===== src/rtl/imuldiv_int_div_iterative.sv =====
// ---------------------------------------------------------------------------
// imuldiv_int_div_iterative
//
// Iterative restoring integer divider. It produces one quotient bit per cycle.
// A request is accepted in IDLE. The divider then spends WIDTH cycles in CALC
// and holds the packed {remainder, quotient} in DONE until the response is
// taken.
//
// Optional feature macro: IMULDIV_DIV_SIGNED_EN
//   defined   : divreq_msg_fn selects unsigned (0) or signed (1) division.
//   undefined : every request is unsigned and divreq_msg_fn is ignored.
//
// Ports
//   clk                 clock, all state updates on posedge
//   reset               synchronous, active-high reset
//   divreq_msg_a        dividend (WIDTH)
//   divreq_msg_b        divisor (WIDTH)
//   divreq_msg_fn       0 = unsigned, 1 = signed
//   divreq_val/rdy      request handshake
//   divresp_msg_result  {remainder, quotient} (2*WIDTH)
//   divresp_val/rdy     response handshake
// ---------------------------------------------------------------------------
module imuldiv_int_div_iterative #(
    parameter int WIDTH = 4
) (
    input  logic                 clk,
    input  logic                 reset,
    input  logic [WIDTH-1:0]     divreq_msg_a,
    input  logic [WIDTH-1:0]     divreq_msg_b,
    input  logic                 divreq_msg_fn,
    input  logic                 divreq_val,
    output logic                 divreq_rdy,
    output logic [2*WIDTH-1:0]   divresp_msg_result,
    output logic                 divresp_val,
    input  logic                 divresp_rdy
);

    localparam int CW = $clog2(WIDTH);

    typedef enum logic [1:0] {IDLE, CALC, DONE} state_e;

    state_e             state_q, state_d;
    logic [CW-1:0]      cnt_q, cnt_d;
    // {partial remainder (WIDTH+1), quotient/dividend (WIDTH)}
    logic [2*WIDTH:0]   rq_q, rq_d;
    logic [WIDTH-1:0]   bmag_q, bmag_d;
    logic [WIDTH-1:0]   aorig_q, aorig_d;
    logic               dz_q, dz_d;

    logic [WIDTH-1:0]   a_mag, b_mag;
    logic [2*WIDTH:0]   sh;
    logic [WIDTH:0]     diff;
    logic [WIDTH-1:0]   quo, rem, quo_out, rem_out;

`ifdef IMULDIV_DIV_SIGNED_EN
    logic               qneg_q, qneg_d;
    logic               rneg_q, rneg_d;
    logic               a_neg, b_neg;

    always_comb begin
        a_neg = divreq_msg_fn & divreq_msg_a[WIDTH-1];
        b_neg = divreq_msg_fn & divreq_msg_b[WIDTH-1];
        // -(-2^(W-1)) wraps to the same bit pattern, which is the correct
        // unsigned magnitude 2^(W-1).
        a_mag = a_neg ? -divreq_msg_a : divreq_msg_a;
        b_mag = b_neg ? -divreq_msg_b : divreq_msg_b;
    end
`else
    logic               unused_fn;
    assign unused_fn = divreq_msg_fn;

    always_comb begin
        a_mag = divreq_msg_a;
        b_mag = divreq_msg_b;
    end
`endif

    // One restoring step: shift, then trial-subtract the divisor from the upper half.
    always_comb begin
        sh   = rq_q << 1;
        diff = sh[2*WIDTH:WIDTH] - {1'b0, bmag_q};
    end

    always_comb begin
        state_d     = state_q;
        cnt_d       = cnt_q;
        rq_d        = rq_q;
        bmag_d      = bmag_q;
        aorig_d     = aorig_q;
        dz_d        = dz_q;
`ifdef IMULDIV_DIV_SIGNED_EN
        qneg_d      = qneg_q;
        rneg_d      = rneg_q;
`endif
        divreq_rdy  = 1'b0;
        divresp_val = 1'b0;

        case (state_q)
            IDLE: begin
                divreq_rdy = 1'b1;
                if (divreq_val) begin
                    state_d = CALC;
                    cnt_d   = CW'(WIDTH - 1);
                    rq_d    = {{(WIDTH+1){1'b0}}, a_mag};
                    bmag_d  = b_mag;
                    aorig_d = divreq_msg_a;
                    dz_d    = (divreq_msg_b == '0);
`ifdef IMULDIV_DIV_SIGNED_EN
                    qneg_d  = a_neg ^ b_neg;
                    rneg_d  = a_neg;
`endif
                end
            end
            CALC: begin
                if (!diff[WIDTH]) rq_d = {diff, sh[WIDTH-1:1], 1'b1};
                else              rq_d = sh;
                cnt_d = cnt_q - 1'b1;
                if (cnt_q == '0) state_d = DONE;
            end
            DONE: begin
                divresp_val = 1'b1;
                if (divresp_rdy) state_d = IDLE;
            end
            default: state_d = IDLE;
        endcase
    end

    always_ff @(posedge clk) begin
        if (reset) begin
            state_q <= IDLE;
            cnt_q   <= '0;
            rq_q    <= '0;
            bmag_q  <= '0;
            aorig_q <= '0;
            dz_q    <= 1'b0;
`ifdef IMULDIV_DIV_SIGNED_EN
            qneg_q  <= 1'b0;
            rneg_q  <= 1'b0;
`endif
        end else begin
            state_q <= state_d;
            cnt_q   <= cnt_d;
            rq_q    <= rq_d;
            bmag_q  <= bmag_d;
            aorig_q <= aorig_d;
            dz_q    <= dz_d;
`ifdef IMULDIV_DIV_SIGNED_EN
            qneg_q  <= qneg_d;
            rneg_q  <= rneg_d;
`endif
        end
    end

    // Result formation
    always_comb begin
        quo = rq_q[WIDTH-1:0];
        rem = rq_q[2*WIDTH-1:WIDTH];
`ifdef IMULDIV_DIV_SIGNED_EN
        quo_out = qneg_q ? -quo : quo;
        rem_out = rneg_q ? -rem : rem;
`else
        quo_out = quo;
        rem_out = rem;
`endif
        // A zero divisor overrides the datapath: the quotient is all ones and
        // the remainder is the untouched dividend, in both modes.
        if (dz_q) divresp_msg_result = {aorig_q, {WIDTH{1'b1}}};
        else      divresp_msg_result = {rem_out, quo_out};
    end

endmodule

===== config.mk =====
export PLATFORM = sky130hd
export DESIGN_NAME = imuldiv_int_div_iterative
export DESIGN_NICKNAME = d
export VERILOG_FILES = /design/src/rtl/imuldiv_int_div_iterative.sv
export SDC_FILE = /design/constraint.sdc
export NUM_CORES = 1
export LEC_CHECK = 0
export BUFFER_PORTS_ARGS = -buffer_cell sky130_fd_sc_hd__buf_2
export CAP_MARGIN = 0
export CORE_ASPECT_RATIO = 1.1
export CORE_MARGIN = 2
export CORE_UTILIZATION = 45
export CTS_BUF_LIST = sky130_fd_sc_hd__clkbuf_4 sky130_fd_sc_hd__clkbuf_8
export DETAILED_ROUTE_END_ITERATION = 8
export PLACE_DENSITY = 0.69
export SLEW_MARGIN = 20
export SYNTH_ARGS = -nofsm -noshare
export SYNTH_HDL_FRONTEND = slang
export SYNTH_SLANG_ARGS = --single-unit

===== constraint.sdc =====
create_clock -name clk -period 3.45 [get_ports clk]
set_input_delay 0.345 -clock clk [delete_from_list [all_inputs] [get_ports clk]]
set_output_delay 0.345 -clock clk [all_outputs]
set_load 0.005 [all_outputs]

After elaboration in Yosys (flattened, before gate mapping)
Index checks and enable logic that the tools add are counted.
Operators by class
  reductions and logical operators: 7
  multiplexer cells: 12
  equal/unequal tests: 5
  add/subtract/negate cells: 2
Operators with widths (number)
  two-way mux 8 bit: 3
  one-hot mux 8 bit (2 select lines): 1
  two-way mux 2 bit: 4
  != test 2 bit, second input constant: 3
  one-hot mux 2 bit (3 select lines): 1
  subtractor 5 x 4 -> 5 bit: 1
  zero test 2 bit: 2
  zero test 4 bit: 1
  one-hot mux 2 bit (2 select lines): 1
  AND reduction 2 bit: 2
  AND reduction 3 bit: 1
  equality test 2 x 1 -> 1 bit, second input constant: 1
  equality test 2 bit, second input constant: 1
  two-way mux 1 bit: 2
  nonzero test 2 bit: 1
  subtractor 2 x 1 -> 2 bit, second input constant: 1
Storage, ports and cells
  output and inout port bits: 10
  register bits: 21
  input port bits: 13
  logic and storage cells: 32

Logic depth before layout (Yosys ltp)
  depth in word-level cells: 3
  gate-level depth with buffers: 8
  depth with buffers taken out: 8

Least setup slack after synthesis
No wires, ideal clock.
  path kind: register -> register
  start: register rq_q[3]
  end: register rq_q[4]
  data arrival time: 1689 ps
  period minus slack after synthesis: 1809 ps
  path buffers: 0
  stages on the path, launching flop included: 9
  library setup time: 120 ps
  slack: 1641 ps
  data required time: 3330 ps
  path through: dfxtp_1 -> inv_1 -> ha_1 -> inv_1 -> fa_1 -> a211o_1 -> o21ai_0 -> a211oi_1 -> a211o_1
Between the ends
  word-level cells in the longest chain between the ends: 3
Ends and longest elaborated chain
  from (decl): RTL line 45  | logic [2*WIDTH:0] rq_q, rq_d;
  from (signal assigned): RTL line 143  | rq_q <= rq_d;
  subtractor 5 x 4 -> 5 bit: RTL line 81  | diff = sh[2*WIDTH:WIDTH] - {1'b0, bmag_q};
  two-way mux 8 bit (*): RTL line 115  | if (!diff[WIDTH]) rq_d = {diff, sh[WIDTH-1:1], 1'b1};
  one-hot mux 8 bit (2 select lines) (*): RTL line 98  | case (state_q)
Mark *: on every way between the ends. The rest lies on a longest branch, timed or not.
A chain may end at the register's enable or synchronous reset.

Final worst setup path
Same ends and word-level chain as after synthesis.

==> impl_metrics.toml <==
[status]
status = "finished clean"

[global_routing]
antenna_found_initial = 0
grt_max_degree = 21
grt_pass1_vias = 1032
grt_pass1_wl_um = 4370
overflow = 0
groute.usage.overall_pct = 18.7

[sta]
drv_slew = 0
fin_crit_sh_pct = 57.3
finClkSkew_ns = 0.000596
setup_viol = 0
fin_setup_tns_ns = 0
max_slew_margin_pct = 60.4
holdWs_ns = 0.278
rsz0062_at_grt = "no"
tightest_slew_ns = 0.593
fin_crit_ns = 1.98
timing.fmax_mhz = 506
finalHoldViolations = 0

[synth]
postSynthCellCount = 148
async_flop_share_pct = 0
yosys_warnings = 0
synthAdderAreaFrac_pct = 6.91
yosys.cell_types.count = 35
yosys.area_share.simple_pct = 24.1
synth-compound-area-share_pct = 24.7
synthXorXnorAreaFrac_pct = 0.733
synth_flop_cell = "dfxtp_1"
yosysSeqAreaShare_pct = 35.2
muxShareOfSynthArea_pct = 2.83
synth.cell_area_um2 = 1190
ys_seq_elements = 21
syn_nets = 167
synth.avg_cell_area_um2 = 8.07
synth_edf_count = 0
synth_top_family_by_area = "compound AO/OA/AOI/OAI gates"

[worst_setup_path]
crit_slowest_cell = "fa_1"
crit_path_cell_trace = "inv_1 > ha_1 > inv_1 > fa_1 > a211o_1 > o21ai_0 > a211oi_1 > a211o_1"
crit_arrival_ns = 2.19
crit_type = "register to register"
critical_path.max_fanout = 5
cp.required_ns = 3.66
crit_buf_inv = 2
critPathCaptureType = "register"
r2r_cells = 8
critPathLaunchType = "register"
r2r-start = "rq_q[3]$_SDFFE_PP0P_"
worstReg2RegEnd = "rq_q[4]$_SDFFE_PP0P_"
cpLargestDelayFamily = "compound AO/OA/AOI/OAI gates"
crit_start = "rq_q[3]$_SDFFE_PP0P_"
slowest_delay_ns = 0.45
ff2ff_setup_slack_ns = 1.47

[place]
hpwl_um = 1890
gp_congestion = 0.838
io_buffers = 21

[power_and_ir_drop]
ir_drop_mv = 0.319
leakage_nw = 0.577
cellPowerDensity_nw_per_um2 = 427

[die]
initial_core_util_pct = 47.4
ios = 23
die-area_um2 = 3080
fp-row-count = 19
core_um2 = 2520
die_height_um = 58.0
die_x_um = 53.1

[routing]
via_count = 1081
drt_iter0_drc = 21
finalWirelength_um = 2500
dr.pass1.iters = 5
avgViaCountPerCell = 5.46
wl_per_cell_um = 12.6
ant_nets = 0
drc = 0

[worst_hold_path]
min_path_type = "input port to register"
whs_path_depth = 3
hp-start = "divreq_msg_b[0]"
hold_end = "bmag_q[0]$_SDFFE_PP0P_"

[finish]
nets = 187
antenna_cells = 0
final_layout_size_suffix_gt1_share_pct = 24.6
area_growth_pct = 11.6
layout_common_cells = "36 x nand2_1, 21 x dfxtp_1, 21 x buf_2"
final_common_cell = "nand2_1"

[cts]
htreeDepth = 1
cts_buffers = 3
worstSkewPairLatency_ns = 0.30
tritoncts = "done"
postCtsHoldBufs = 0
cts.repair.resized = 0
post_cts_buffers = 0
cts_sinks = 21
clockRootBuffer = "clkbuf_4"
clk_pin_slew_ns = 0.12
clk_path_buf_depth = 2

[flow_run]
cap_violations = 0
## per-stage QoR
| step | std cells | cell area (um^2) | total power [mW] | util, % | worst slack [ns] |
|---|---|---|---|---|---|
| after floorplan | 148 | 1190 | 0.412 | - | 1.64 |
| after global placement | 194 | 1310 | 0.448 | 51.8 | 1.52 |
| after detailed placement | 194 | 1310 | 0.454 | 51.8 | 1.50 |
| after CTS | 198 | 1330 | 0.573 | 52.9 | 1.48 |
| after global routing | 198 | 1330 | 0.605 | 52.9 | 1.35 |
| final | 198 | 1330 | 0.569 | 52.9 | 1.47 |
## registers in the layout, summed over array words and instances, names as in the netlist
signal	count
aorig_q	4
rq_q	8
bmag_q	4
dz_q	1
state_q	2
cnt_q	2
## logic make-up after synthesis
group | after synthesis
muxes | 3
and+or+nand+nor | 60
AOI/OAI and AO/OA | 42
xor gates and xnor gates | 1
buffers and inverters | 15
DFF | 21
adders and majority gates | 6
## final cells by class
| class | instances | area (um^2) |
|---|---|---|
| fillers | 254 | 1190 |
| multi-input cells | 112 | 708 |
| flip-flops and latches | 21 | 420 |
| repair buffers | 21 | 105 |
| well taps | 31 | 38.8 |
| inverters | 9 | 33.8 |
| clock buffers | 3 | 22.5 |
| clock inverters | 1 | 5.00 |
## per-layer routing
metal	GRT usage, %	share of wire, %	vias to the layer above
met4	8.79	1.3	0
met1	23.3	47	504
met2	32.0	49	20
met5	0	0	-
li1	-	-	553
met3	1.80	2.8	4
## report_power, final
group	total [mW]	internal (mW)	leakage, nW	switching [mW]
Combinational	0.166	0.0728	0.387	0.0935
Sequential	0.283	0.263	0.172	0.0198
Clock	0.120	0.0433	0.0177	0.0768
Total	0.569	0.379	0.577	0.190
## worst max-delay path by stage
| stage | to | slack, ns | cells after the start |
|---|---|---|---|
| after global placement | rq_q[5]$_SDFFE_PP0P_ | 1.52 | 8 |
| after floorplan | rq_q[4]$_SDFFE_PP0P_ | 1.64 | 8 |
| after detailed placement | rq_q[4]$_SDFFE_PP0P_ | 1.50 | 8 |
| after global routing | rq_q[4]$_SDFFE_PP0P_ | 1.35 | 8 |
| after CTS | rq_q[4]$_SDFFE_PP0P_ | 1.48 | 8 |
| final | rq_q[4]$_SDFFE_PP0P_ | 1.47 | 8 |
## tightest hold or removal path: stages
cell and delay [ns]:
buf_2 0.11, nand2_1 0.05, a21oi_1 0.05
## cells in the mapped netlist, types with 2 or more instances
master / instances / area [um^2]
a211oi_1: 4 / 30.0
buf_2: 2 / 10.0
nor3_1: 3 / 15.0
inv_1: 9 / 33.8
nand2_1: 36 / 135
nand2b_1: 3 / 18.8
or2_2: 5 / 31.3
a211oi_2: 4 / 50.1
buf_4: 2 / 15.0
a21oi_1: 13 / 65.1
o21ai_0: 4 / 20.0
nor2_1: 6 / 22.5
clkbuf_1: 2 / 7.51
o31ai_1: 2 / 15.0
a211o_1: 3 / 26.3
dfxtp_1: 21 / 420
mux2_2: 3 / 33.8
ha_1: 5 / 62.6
o21a_1: 2 / 15.0
a31oi_1: 4 / 25.0
Power figures use the tool's default switching activity.
